[src/rtl/stl_uart_responder.sv]
// rtl/stl_uart_responder.sv - frames one TileLink beat as an "stl-" UART response packet
// Optional STL_RESP_CHECKSUM_EN appends an XOR checksum byte over the 21 payload bytes.
module stl_uart_responder #(
    parameter logic [7:0] HDR0    = 8'h73,
    parameter logic [7:0] HDR1    = 8'h74,
    parameter logic [7:0] HDR2    = 8'h6C,
    parameter logic [7:0] HDR3    = 8'h2D,
    parameter int         COUNT_W = 16
) (
    input  logic               clk,
    input  logic               reset_n,
    input  logic               in_valid,
    output logic               in_ready,
    input  logic [2:0]         in_chanId,
    input  logic [2:0]         in_opcode,
    input  logic [2:0]         in_param,
    input  logic [7:0]         in_size,
    input  logic [7:0]         in_source,
    input  logic [63:0]        in_address,
    input  logic [63:0]        in_data,
    input  logic               in_corrupt,
    input  logic [8:0]         in_union,
    output logic [7:0]         out_data,
    output logic               out_valid,
    input  logic               out_ready,
    output logic               busy,
    output logic [COUNT_W-1:0] pkt_count
);

`ifdef STL_RESP_CHECKSUM_EN
    typedef enum logic [1:0] {IDLE, HEADER, PAYLOAD, CSUM} state_t;
    localparam logic [4:0] LAST_IDX = 5'd25;
    logic [7:0] csum;
`else
    typedef enum logic [1:0] {IDLE, HEADER, PAYLOAD} state_t;
    localparam logic [4:0] LAST_IDX = 5'd24;
`endif

    state_t       state, state_n;
    logic [4:0]   idx;
    logic [167:0] shreg;
    logic [7:0]   next_byte;
    logic         start, accept, last;

    assign start  = in_valid && in_ready;
    assign accept = out_valid && out_ready;
    assign last   = accept && (idx == LAST_IDX);

    always_ff @(posedge clk or negedge reset_n) begin
        if (!reset_n) state <= IDLE;
        else          state <= state_n;
    end

    always_comb begin
        state_n = state;
        case (state)
            IDLE:    if (in_valid) state_n = HEADER;
            HEADER:  if (accept && idx == 5'd3) state_n = PAYLOAD;
`ifdef STL_RESP_CHECKSUM_EN
            PAYLOAD: if (accept && idx == 5'd24) state_n = CSUM;
            CSUM:    if (accept) state_n = IDLE;
`else
            PAYLOAD: if (accept && idx == 5'd24) state_n = IDLE;
`endif
            default: state_n = IDLE;
        endcase
    end

    always_comb begin
        in_ready  = (state == IDLE);
        out_valid = (state != IDLE);
        busy      = (state != IDLE);
    end

    // shreg[7:0] is always the next unsent payload byte; it shifts once per payload byte sent.
    always_comb begin
        case (idx)
            5'd0:    next_byte = HDR1;
            5'd1:    next_byte = HDR2;
            5'd2:    next_byte = HDR3;
            5'd3:    next_byte = shreg[7:0];
            default: next_byte = shreg[15:8];
        endcase
`ifdef STL_RESP_CHECKSUM_EN
        if (idx == 5'd24) next_byte = csum ^ out_data;
`endif
    end

    always_ff @(posedge clk or negedge reset_n) begin
        if (!reset_n) begin
            idx       <= 5'd0;
            shreg     <= '0;
            out_data  <= 8'h00;
            pkt_count <= '0;
        end else if (start) begin
            idx      <= 5'd0;
            shreg    <= {5'b0, in_chanId, in_opcode, in_param, in_corrupt, in_union,
                         in_size, in_source, in_address, in_data};
            out_data <= HDR0;
        end else if (accept) begin
            idx      <= idx + 5'd1;
            out_data <= next_byte;
            if (idx >= 5'd4) shreg <= {8'h00, shreg[167:8]};
            if (last) pkt_count <= pkt_count + COUNT_W'(1);
        end
    end

`ifdef STL_RESP_CHECKSUM_EN
    always_ff @(posedge clk or negedge reset_n) begin
        if (!reset_n)                                 csum <= 8'h00;
        else if (start)                               csum <= 8'h00;
        else if (accept && idx >= 5'd4 && idx <= 5'd24) csum <= csum ^ out_data;
    end
`endif

endmodule

[config.mk]
export PLATFORM = sky130hd
export DESIGN_NAME = stl_uart_responder
export DESIGN_NICKNAME = d
export VERILOG_FILES = /design/src/rtl/stl_uart_responder.sv
export SDC_FILE = /design/constraint.sdc
export NUM_CORES = 1
export LEC_CHECK = 0
export ABC_AREA = 1
export BUFFER_PORTS_ARGS = -buffer_cell sky130_fd_sc_hd__buf_2
export CAP_MARGIN = 20
export CORE_MARGIN = 1.5
export CORE_UTILIZATION = 50
export DETAILED_ROUTE_END_ITERATION = 7
export HOLD_SLACK_MARGIN = 0.1
export PLACE_DENSITY = 0.81
export SYNTH_ARGS = -nofsm -noshare
export SYNTH_HDL_FRONTEND = slang
export SYNTH_SLANG_ARGS = --single-unit
[constraint.sdc]
create_clock -name clk -period 2.2 [get_ports clk]
set_input_delay 0.33 -clock clk [delete_from_list [all_inputs] [get_ports clk]]
set_output_delay 0.33 -clock clk [all_outputs]
set_load 0.02 [all_outputs]
==> flow_metrics.tcl, run 1 <==
set metrics [dict create \
    seq_area_frac_synth 0.546 \
    postSynthNetCount 1245 \
    synth_top_flop_cell "dfrtp_1" \
    yosysTopAreaCellShare 0.546 \
    synth-simple-area-share 0.332 \
    slowest_delay_ns 0.54 \
    drv_slew 0 \
    ios 194 \
    synth_cell_type_count 31 \
    power.density_nw_per_um2 1280 \
    synth.area.mux_share 0 \
    grt_max_degree 164 \
    post_cts_buffers 0 \
    synth_top_family_by_area "simple AND/OR/NAND/NOR gates" \
    path_buf_inv 2 \
    max_cap_viol_count 0 \
    via_per_inst 5.27 \
    die_w_um 136 \
    area_growth_pct 19.8 \
    die_h_um 136 \
    p_total_w 0.0136 \
    synth_compound_area_frac 0.0501 \
    critPathTopFamily "simple AND/OR/NAND/NOR gates" \
    fin_crit_ns 2.04 \
    clk_pin_slew_ns 0.07 \
    tritoncts "done" \
    cts-root-buf "clkbuf_16" \
    clock-sinks 194 \
    worst_path_most_repeated_cell "nor2_4" \
    fin_tns_setup_ns 0 \
    num_rows 48 \
    required_ns 2.56 \
    multi_input_area_um2 3530 \
    drc_errors 0 \
    async_reset_ff_frac 1.00 \
    cp_max_fo 89 \
    htree_levels 4 \
    yosys_warnings 0 \
    seqCellArea_um2 4850 \
    drt-pass1-iter-count 5 \
    final_antenna_net_count 0 \
    fin_crit_sh 0.927 \
    drt_iter0_markers 641 \
    grt_overflow 0 \
    first_global_vias 7247 \
    synthCells 1073 \
    dp.cells 1454 \
    fin_skew_ns 0.0128 \
    timing.fmax_ghz 0.490 \
    worst_slew_pin_slew_ns 1.03 \
    relSlewSlack 0.314 \
    fp.dieArea_um2 18600 \
    worst-setup-path-type "reg -> reg" \
    slowest_stage "nor2_4" \
    dp_hpwl_um 14100 \
    synth_xor_area_frac 0.00690 \
    ctsLongestPathBuffers 2 \
    fin_util 0.614 \
    ys_ff_latch 194 \
    coreArea_um2 17400 \
    cts_buffers 17 \
    whs_ns 0.116 \
    cp.arrival_ns 2.40 \
    path_cells "inv_2 -> nand2_2 -> nor2_4 -> nor2_8 -> nor2_4 -> buf_12 -> nand2_1 -> nand3_1" \
    synth_top_area_cell "dfrtp_1" \
    n_fill_cell 1507 \
    clock_latency_ns 0.43 \
    min_path_type "in -> reg" \
    fin_cells 1495 \
    final-setup-viol-count 0 \
    critPathCaptureType "flip-flop" \
    synth-edff-count 0 \
    start_util 0.512 \
    synth_fa_ha_area_frac 0.00704 \
    worst_ir_drop_vdd_uv 1050 \
    startpoint_type "flip-flop" \
    yosys-top-cells-area "dfrtp_1 (55%), nand2_1 (22%), nand3_1 (8.2%), o211ai_1 (3.0%), buf_4 (1.9%)" \
    wl_per_cell_um 14.4 \
    syn_area_per_cell_um2 8.29 \
    nets 1427 \
    numPortBuffers 193 \
    grt_pass1_wl_um 34300 \
    finalWeightedCongestion 0.849 \
    status "completed" \
    grt_usage 0.236 \
    drive_gt1_frac 0.207 \
    wl_um 21500 \
    finalHoldViolations 0 \
    leakage_nw 5.37 \
    antenna_found_initial 2 \
    syn_area_um2 8890 \
    dr_total_vias 7872 \
    rsz0062_at_grt "no" \
]
[cells in the mapped netlist (3+ instances only)]
master,number
inv_2,5
nor2_4,3
a22oi_1,7
o211ai_1,36
ha_1,5
nand3_1,146
buf_4,23
buf_2,22
xor2_1,4
nand3b_1,3
nor2_2,4
a21oi_1,10
nand2_1,527
xnor2_1,3
buf_6,10
dfrtp_1,194
inv_1,24
nand2_2,3
nor2_1,20
nand4_1,3
nor3_1,3
o21ai_0,9
[cell usage in the layout (no fill, tap or decap), types with 2 or more instances in the layout]
master           n
a21oi_1         10
a22oi_1          7
buf_12           7
buf_2          192
buf_4           12
bufinv_16        2
clkbuf_16       17
clkbuf_8         3
clkinvlp_4       3
dfrtp_1        194
diode_2          2
dlygate4sd3_1    6
ha_1             5
inv_1           24
inv_2            4
inv_6            3
inv_8            2
nand2_1        527
nand2_2          3
nand3_1        146
nand3b_1         3
nand4_1          3
nor2_1          20
nor2_2           5
nor2_4           3
nor3_1           3
o211ai_1        36
o21ai_0          9
xnor2_1          3
xor2_1           4
[worst min-delay path: stages]
cell and delay, ns:
buf_2 0.07, nand2_1 0.04, nand3_1 0.07
[metal layers]
| metal | vias up | part of all wire | track usage |
|---|---|---|---|
| li1 | 3813 | - | - |
| met1 | 3733 | 0.44 | 0.319 |
| met2 | 293 | 0.48 | 0.376 |
| met3 | 33 | 0.060 | 0.0492 |
| met4 | 0 | 0.022 | 0.0887 |
| met5 | - | 0 | 0 |
[final timing paths]
kind	startpoint	endpoint	slack (ns)	cells after the start
min reg2reg	shreg[160]$_DFFE_PN0P_	shreg[160]$_DFFE_PN0P_	0.48	2
min in group asynchronous	reset_n	pkt_count[5]$_DFFE_PN0P_	0.47	2
max	idx[3]$_DFFE_PN0P_	shreg[62]$_DFFE_PN0P_	0.16	8
max in group asynchronous	reset_n	shreg[78]$_DFFE_PN0P_	1.10	3
max reg2reg	idx[3]$_DFFE_PN0P_	shreg[62]$_DFFE_PN0P_	0.16	8
min	in_data[39]	shreg[39]$_DFFE_PN0P_	0.12	3
[repair_timing]
action | 4_1_cts | 5_1_grt
setup endpoints to repair | 89 | 0
hold buffers | 6 | 0
gates resized for setup | 0 | 0
hold endpoints to repair | 63 | 0
[power by group]
part | switching (W) | internal [W]
Combinational | 0.00284 | 0.00163
Sequential | 0.000872 | 0.00513
Clock | 0.00140 | 0.00176
Total | 0.00512 | 0.00853
[registers in the layout, summed over array words and instances, names as in the netlist]
register,cells
state,2
shreg,163
idx,5
pkt_count,16
out_data,8
[cells by family after synthesis]
family,after synthesis
compound gates,66
fa+ha+maj,5
xor+xnor,7
simple gates,715
flops,194
buf+inv,86
[per-stage QoR]
stage / area (µm²) / setup WS [ns]
2_1_floorplan: 8890 / 0.691
3_3_place_gp: 9980 / -0.0129
3_5_place_dp: 9980 / -0.0715
4_1_cts: 10600 / 0.166
5_1_grt: 10700 / 0.0357
6_report: 10700 / 0.161
[area by class of cell]
type | count | area share
tap | 225 | 0.0264
antenna | 2 | 0.000470
inverter | 30 | 0.0108
timing repair buffer | 218 | 0.119
clock inverter | 12 | 0.0136
sequential | 194 | 0.456
clock buffer | 20 | 0.0429
multi-input combinational | 794 | 0.331
Note: power is estimated with default switching activity, not from simulation.
==> inputs of run 2 (changes only) <==
Settings changed: PLACE_DENSITY 0.81 to 0.74.
==> flow_metrics.tcl, run 2 (synthesis gave the netlist of run 1 again) <==
set metrics [dict create \
    regMostFlops "shreg" \
    die_h_um 136 \
    layout_common_cells "nand2_1 (527), dfrtp_1 (194), buf_2 (192)" \
    via_per_inst 5.14 \
    grt_max_degree 86 \
    cp_max_fo 17 \
    first_global_vias 7308 \
    wl_per_cell_um 14.3 \
    post_cts_buffers 0 \
    ctsLongestPathBuffers 2 \
    cp.arrival_ns 2.08 \
    fin_tns_setup_ns 0 \
    rsz0062_at_grt "no" \
    biggestRegsByFlops "shreg: 163 flops, pkt_count: 16 flops, out_data: 8 flops" \
    slowest_stage "o21ai_2" \
    fin_util 0.623 \
    largest_reg_flops 163 \
    finalWeightedCongestion 0.834 \
    path_cells "inv_2 -> nand2_2 -> o21ai_2 -> nand2_1 -> o211ai_1" \
    status "completed" \
    worst_ir_drop_vdd_uv 704 \
    final-setup-viol-count 0 \
    timing.fmax_ghz 0.575 \
    htree_levels 4 \
    fin_skew_ns 0.00931 \
    drv_slew 0 \
    final_antenna_net_count 0 \
    seqCellArea_um2 4850 \
    clock_latency_ns 0.43 \
    grt_overflow 0 \
    num_rows 48 \
    finalHoldViolations 0 \
    drc_errors 0 \
    power.density_nw_per_um2 1290 \
    dr_total_vias 7720 \
    path_buf_inv 1 \
    worst_slew_pin_slew_ns 0.775 \
    cts_buffers 17 \
    numPortBuffers 193 \
    critPathTopFamily "compound AO/OA/AOI/OAI gates" \
    grt_usage 0.238 \
    fin_crit_ns 1.74 \
    tritoncts "done" \
    dp_hpwl_um 14200 \
    max_cap_viol_count 0 \
    min_path_type "in -> reg" \
    n_fill_cell 1528 \
    leakage_nw 5.45 \
    multi_input_area_um2 3520 \
    clock-sinks 194 \
    relSlewSlack 0.483 \
    area_growth_pct 21.7 \
    antenna_found_initial 2 \
    wl_um 21500 \
    required_ns 2.54 \
    fin_crit_sh 0.791 \
    drt_iter0_markers 550 \
    drt-pass1-iter-count 5 \
    fp.dieArea_um2 18600 \
    clk_pin_slew_ns 0.07 \
    cts-root-buf "clkbuf_16" \
    nets 1435 \
    critPathCaptureType "flip-flop" \
    final_common_cell "nand2_1" \
    drive_gt1_frac 0.205 \
    grt_pass1_wl_um 34900 \
    worst-setup-path-type "reg -> reg" \
    coreArea_um2 17400 \
    die_w_um 136 \
    slowest_delay_ns 0.61 \
    start_util 0.512 \
    ios 194 \
    startpoint_type "flip-flop" \
]
-- run 2: changes by cell type in the layout (fill, tap and decap cells not counted), sizes merged --
cell / change
buf: -1
bufinv: +3
clkbuf: -1
clkinv: -1
clkinvlp: -1
diode: -1
dlygate4sd3: +10
nor2: -1
-- run 2: final timing paths --
check | from | slack (ns) | to | depth (start not counted)
max in group asynchronous | reset_n | 1.06 | shreg[21]$_DFFE_PN0P_ | 3
setup / recovery | idx[2]$_DFFE_PN0P_ | 0.46 | shreg[2]$_DFFE_PN0P_ | 5
min in group asynchronous | reset_n | 0.44 | pkt_count[8]$_DFFE_PN0P_ | 2
hold / removal | in_address[60] | 0.12 | shreg[124]$_DFFE_PN0P_ | 3
hold reg to reg | shreg[161]$_DFFE_PN0P_ | 0.47 | shreg[161]$_DFFE_PN0P_ | 2
setup reg to reg | idx[2]$_DFFE_PN0P_ | 0.46 | shreg[2]$_DFFE_PN0P_ | 5
-- run 2: area by class of cell --
| type | count | share of cell area |
|---|---|---|
| clock inverter | 13 | 0.0201 |
| multi-input combinational | 793 | 0.326 |
| clock buffer | 19 | 0.0419 |
| sequential | 194 | 0.449 |
| antenna | 1 | 0.000231 |
| inverter | 30 | 0.0106 |
| timing repair buffer | 227 | 0.127 |
| tap | 225 | 0.0260 |
-- run 2: layer usage --
metal	GRT usage	wire, µm	vias up
met5	0	13	-
met4	0.0757	312	2
li1	-	-	3830
met1	0.321	9620	3633
met2	0.385	10400	225
met3	0.0485	1130	30
-- run 2: worst register-to-register path: cells and delay by family (launching register included) --
| family | cells | cell delay [ns] |
|---|---|---|
| buf+inv | 1 | 0.11 |
| flops | 1 | 0.43 |
| compound gates | 2 | 0.84 |
| simple gates | 2 | 0.28 |
-- run 2: power by group --
part | internal (W) | switching [W] | total [W]
clock network | 0.00210 | 0.00139 | 0.00350
logic | 0.00168 | 0.00279 | 0.00447
registers | 0.00513 | 0.000865 | 0.00600
total | 0.00891 | 0.00505 | 0.0140
-- run 2: per-stage QoR --
step	setup WS, ns	power (W)	hold slack (ns)	std cells	cell area (µm²)
2_1_floorplan	0.691	0.00928	0.0344	1073	8890
3_3_place_gp	0.543	0.0103	0.368	1453	9990
3_5_place_dp	0.485	0.0105	0.367	1453	9990
4_1_cts	0.463	0.0141	0.101	1500	10800
5_1_grt	0.270	0.0150	0.106	1501	10800
6_report	0.460	0.0140	0.115	1502	10800
-- run 2: repair_timing --
action	in CTS	in global routing
resized for setup	0	0
hold buffers	15	1
endpoints found under the hold margin	76	1
